## src/rtl/ui_acc_reduce.sv

```systemverilog
// ui_acc_reduce: streaming unsigned reduction of a len-operand burst,
// sum modulo 2^N with a sticky carry flag, result held on a valid/ready port.
module ui_acc_reduce #(
  parameter int unsigned N  = 64,
  parameter int unsigned LW = 16
) (
  input  logic          clk,
  input  logic          rst,
  input  logic          start,
  input  logic [LW-1:0] len,
  input  logic          in_valid,
  output logic          in_ready,
  input  logic [N-1:0]  in_data,
  output logic          out_valid,
  input  logic          out_ready,
  output logic [N-1:0]  out_data,
  output logic          out_ovf,
  output logic          busy
);

  localparam int unsigned SW = N + 1;

  typedef enum logic [1:0] {
    IDLE = 2'd0,
    ACC  = 2'd1,
    HOLD = 2'd2
  } state_e;

  state_e        state_q, state_d;
  logic [N-1:0]  acc_q, acc_d;
  logic          ovf_q, ovf_d;
  logic [LW-1:0] rem_q, rem_d;
  logic [SW-1:0] sum;

  // State and datapath registers with synchronous reset
  always_ff @(posedge clk) begin
    if (rst) begin
      state_q <= IDLE;
      acc_q   <= '0;
      ovf_q   <= 1'b0;
      rem_q   <= '0;
    end else begin
      state_q <= state_d;
      acc_q   <= acc_d;
      ovf_q   <= ovf_d;
      rem_q   <= rem_d;
    end
  end

  // Next-state and accumulate logic; carry out of bit N-1 lands in sum[N]
  always_comb begin
    state_d = state_q;
    acc_d   = acc_q;
    ovf_d   = ovf_q;
    rem_d   = rem_q;
    sum     = SW'(acc_q) + SW'(in_data);
    unique case (state_q)
      IDLE: begin
        if (start) begin
          acc_d   = '0;
          ovf_d   = 1'b0;
          rem_d   = len;
          state_d = (len == '0) ? HOLD : ACC;
        end
      end
      ACC: begin
        if (in_valid) begin
          acc_d = sum[N-1:0];
          ovf_d = ovf_q | sum[N];
          rem_d = rem_q - LW'(1);
          if (rem_q == LW'(1)) begin
            state_d = HOLD;
          end
        end
      end
      HOLD: begin
        if (out_ready) begin
          state_d = IDLE;
        end
      end
      default: begin
        state_d = IDLE;
      end
    endcase
  end

  // Outputs come straight from registers or a decode of the state register
  assign in_ready  = (state_q == ACC);
  assign out_valid = (state_q == HOLD);
  assign busy      = (state_q != IDLE);
  assign out_data  = acc_q;
  assign out_ovf   = ovf_q;

endmodule

```

## config.mk

```make
export PLATFORM = sky130hd
export DESIGN_NAME = ui_acc_reduce
export DESIGN_NICKNAME = d
export VERILOG_FILES = /design/src/rtl/ui_acc_reduce.sv
export SDC_FILE = /design/constraint.sdc
export NUM_CORES = 1
export LEC_CHECK = 0
export ABC_AREA = 1
export BUFFER_PORTS_ARGS = -buffer_cell sky130_fd_sc_hd__buf_2
export CAP_MARGIN = 10
export CORE_MARGIN = 4
export CORE_UTILIZATION = 50
export DETAILED_ROUTE_END_ITERATION = 16
export PLACE_DENSITY = 0.68
export SYNTH_ARGS = -nofsm -noshare
export SYNTH_HDL_FRONTEND = slang
export SYNTH_SLANG_ARGS = --single-unit
```

## constraint.sdc

```tcl
create_clock -name clk -period 2.32 [get_ports clk]
set_clock_uncertainty 0.1 [all_clocks]
set_input_delay 0.232 -clock clk [delete_from_list [all_inputs] [get_ports clk]]
set_output_delay 0.232 -clock clk [all_outputs]
set_load 0.01 [all_outputs]
```

==> metrics.txt <==
#FFs+latches synth just over 80; initial antenna violation count 0; Final Net Count 2141; Hold Worst Slack between 50 and 60 ps; Critical Path RT roughly 2500 ps; clock period minus worst slack about 2200 ps; Clock Path Buffers 2; Routed WL per cell between 10 and 15 um; Synth top area share ~29%; IO Count 153; die height 143.6 um; Worst Tran Pin Value 539.9 ps; slowest stage delay, CP between 300 and 400 ps; DRC viols 0; Starting DRT DRC Count 756; first-pass GRT wire length about 50000 um; total CTS buffers 9; Startpoint Class register; FMAX 0.4455 GHz; top cells by area, synth nand2_1 29%, dfxtp_1 18%, inv_1 15%; gpl congestion 1.077; share of cells above drive strength 1 21.26%; routed vias ~11000; area delta synth->final 28.92%; Final Slew Violations 0; Worst Setup Path Type register to register; Port Buffer Count roughly 150; Finish-stage setup viols 0; vias in the first global route around 10000; asr flop ratio synth 0%; status completed; HP Class input pin to register; r2r setup slk roughly 75 ps; H-tree depth 3; Adder-Cell Fraction of Synth Area between 9 and 10%; total wire length between 30000 and 40000 um; area leader, netlist nand2_1; Starting Density about half; largest family of logic cells by synthesized area simple AND/OR/NAND/NOR gates; max-cap violations 0; crit share post-route between 90% and 100%; Cells after Synth 1746; crit path cell chain ha_1, nand2_2, inv_1, nand2_1, nand2_1, nand2_1, nand2_1, a21oi_1, nand2_4, or2_2, nand3_1, a21oi_1; Reg area about 1700 um2; CP delay by family, top simple AND/OR/NAND/NOR gates; XOR/XNOR Fraction of Synth Area less than 1%; CORE AREA ~18000 um2; cell mode on critical path nand2_1; Setup crit end kind register; Worst-path clk slew roughly 70 ps; Yosys Warn Count 0; Die Footprint 20620 um2; Post-Synth Simple-Gate Area between 40% and 50%; Routed Antenna Nets 0; clock latency at the later pin of the worst-skew pair 360 ps; post-synthesis mux area share 0%; Final WS setup ~75 ps; CTS tree done; post-synthesis cell area roughly 9200 um2; largest net degree at the start of global routing between 70 and 80; synthesized area per cell ~5.3 um2; vias per cell 5.050; Worst EP arrival about 2400 ps; compound-gate portion of the synthesized area roughly 12%; pre-CTS setup slack -166.6 ps; hold buffers post-CTS 0; post-place instance area approximately 11000 um2; most used flip-flop cell after synthesis dfxtp_1; syn_nets 1898; Multi-input gate area 6599 um2; GRT overflow 0; Die X between 100 and 150 um; row count 49; most common cell in the netlist nand2_1; PnR Total Power 9.469 mW; CP max FO 5; Fill cells around 1800; post-route cell area between 10000 and 15000 um2; Synth cell types 40; VDD IR-drop max 0.001076 V; WP buf/inv 1; total track usage roughly 31%; RSZ-0062 raised after global routing true; CP max-delay cell ha_1; utilization after layout approximately 66%; Post-DP HPWL 25810 um; Pleak just under 7 nW; Final Hold Fails 0; Commonest cells post-synth 702 x nand2_1, 360 x inv_1, 142 x a21oi_1, 125 x nor2_1, 105 x nand3_1; number of synthesized flops with an enable pin 0; Slew HR between 60% and 70%; root buf cell clkbuf_16; Sink Count 83; Cell Pwr Density between 700 and 800 nW/um2; sequential cell area fraction in the yosys report 18.08%; diode count 0; iteration count of the initial detailed-routing pass 6
[power breakdown]
group | switching, mW | internal (mW) | leakage [nW]
logic | 3.64 | 2.16 | 5.97
registers | 0.305 | 1.78 | 0.678
clock network | 0.728 | 0.854 | 0.149
total | 4.67 | 4.80 | 6.80
[cells in the final DEF (no fill, tap or decap), types with 4 or more instances in the layout]
master	Yosys	final
o21ai_0	25	25
a21oi_2	0	14
clkbuf_16	0	9
o21ai_1	16	16
nor3_2	0	6
nor2_2	1	26
inv_1	360	360
o211ai_1	7	7
inv_2	6	6
nand3_1	105	96
nor2_1	125	97
nor3_1	20	14
buf_2	8	152
nand3_2	0	7
nand2_2	2	35
buf_4	0	104
or2_2	11	11
buf_12	0	4
dfxtp_1	83	80
ha_2	0	7
nand3b_1	5	5
ha_1	66	39
nor2_4	1	4
a21oi_1	142	128
o21bai_1	4	4
nand2_1	702	666
ha_4	0	20
nand4_1	11	11
[per-stage QoR]
stage / cells / setup TNS [ps]
6_report: 2223 / 0
5_1_grt: 2223 / -315.4
4_1_cts: 2221 / -23.49
3_5_place_dp: 2204 / -1384
3_3_place_gp: 2204 / -629.6
2_1_floorplan: 1746 / 0
[cell type report]
class	instances	share of cell area (%)
clock inverters	7	0.6757
inverters	366	11.59
well taps	229	2.418
repair buffers	260	13.68
flip-flops and latches	83	14.05
clock buffers	9	1.900
multi-input cells	1269	55.68
[registers in the layout (all words and copies together), names as in the netlist]
name,flops
rem_q,16
out_data,64
state_q,2
out_ovf,1
[per-layer routing]
metal / GRT usage (%) / part of all wire [%]
met4: 9.713 / 2.5
met3: 3.694 / 7.1
met1: 42.98 / 46
met2: 48.90 / 44
met5: 0 / 0
[logic make-up after synthesis]
group / Yosys count
AOI/OAI and AO/OA: 209
xor gates and xnor gates: 3
adders and majority gates: 67
buffers and inverters: 394
DFF: 83
and+or+nand+nor: 990
[worst min-delay path, cell delays in order]
cell and delay, ps:
buf_2 100, nand2_1 60, a31oi_1 70
[path summary, 6_finish.rpt]
kind                            depth (start not counted)                      start                   endpoint
worst max-delay path                                   12  out_data[22]$_SDFFE_PP0P_  out_data[28]$_SDFFE_PP0P_
worst min-delay path                                    3                    len[14]     rem_q[14]$_SDFFE_PP0P_
worst max register to register                         12  out_data[22]$_SDFFE_PP0P_  out_data[28]$_SDFFE_PP0P_
worst min register to register                          2     rem_q[13]$_SDFFE_PP0P_     rem_q[13]$_SDFFE_PP0P_
[timing repair]
action                                  CTS  global route
setup buffers                             1             2
pin swaps                                 1            12
endpoints found under the setup margin   17            45
resized for setup                         9           127
(Power assumes the default switching activity.)
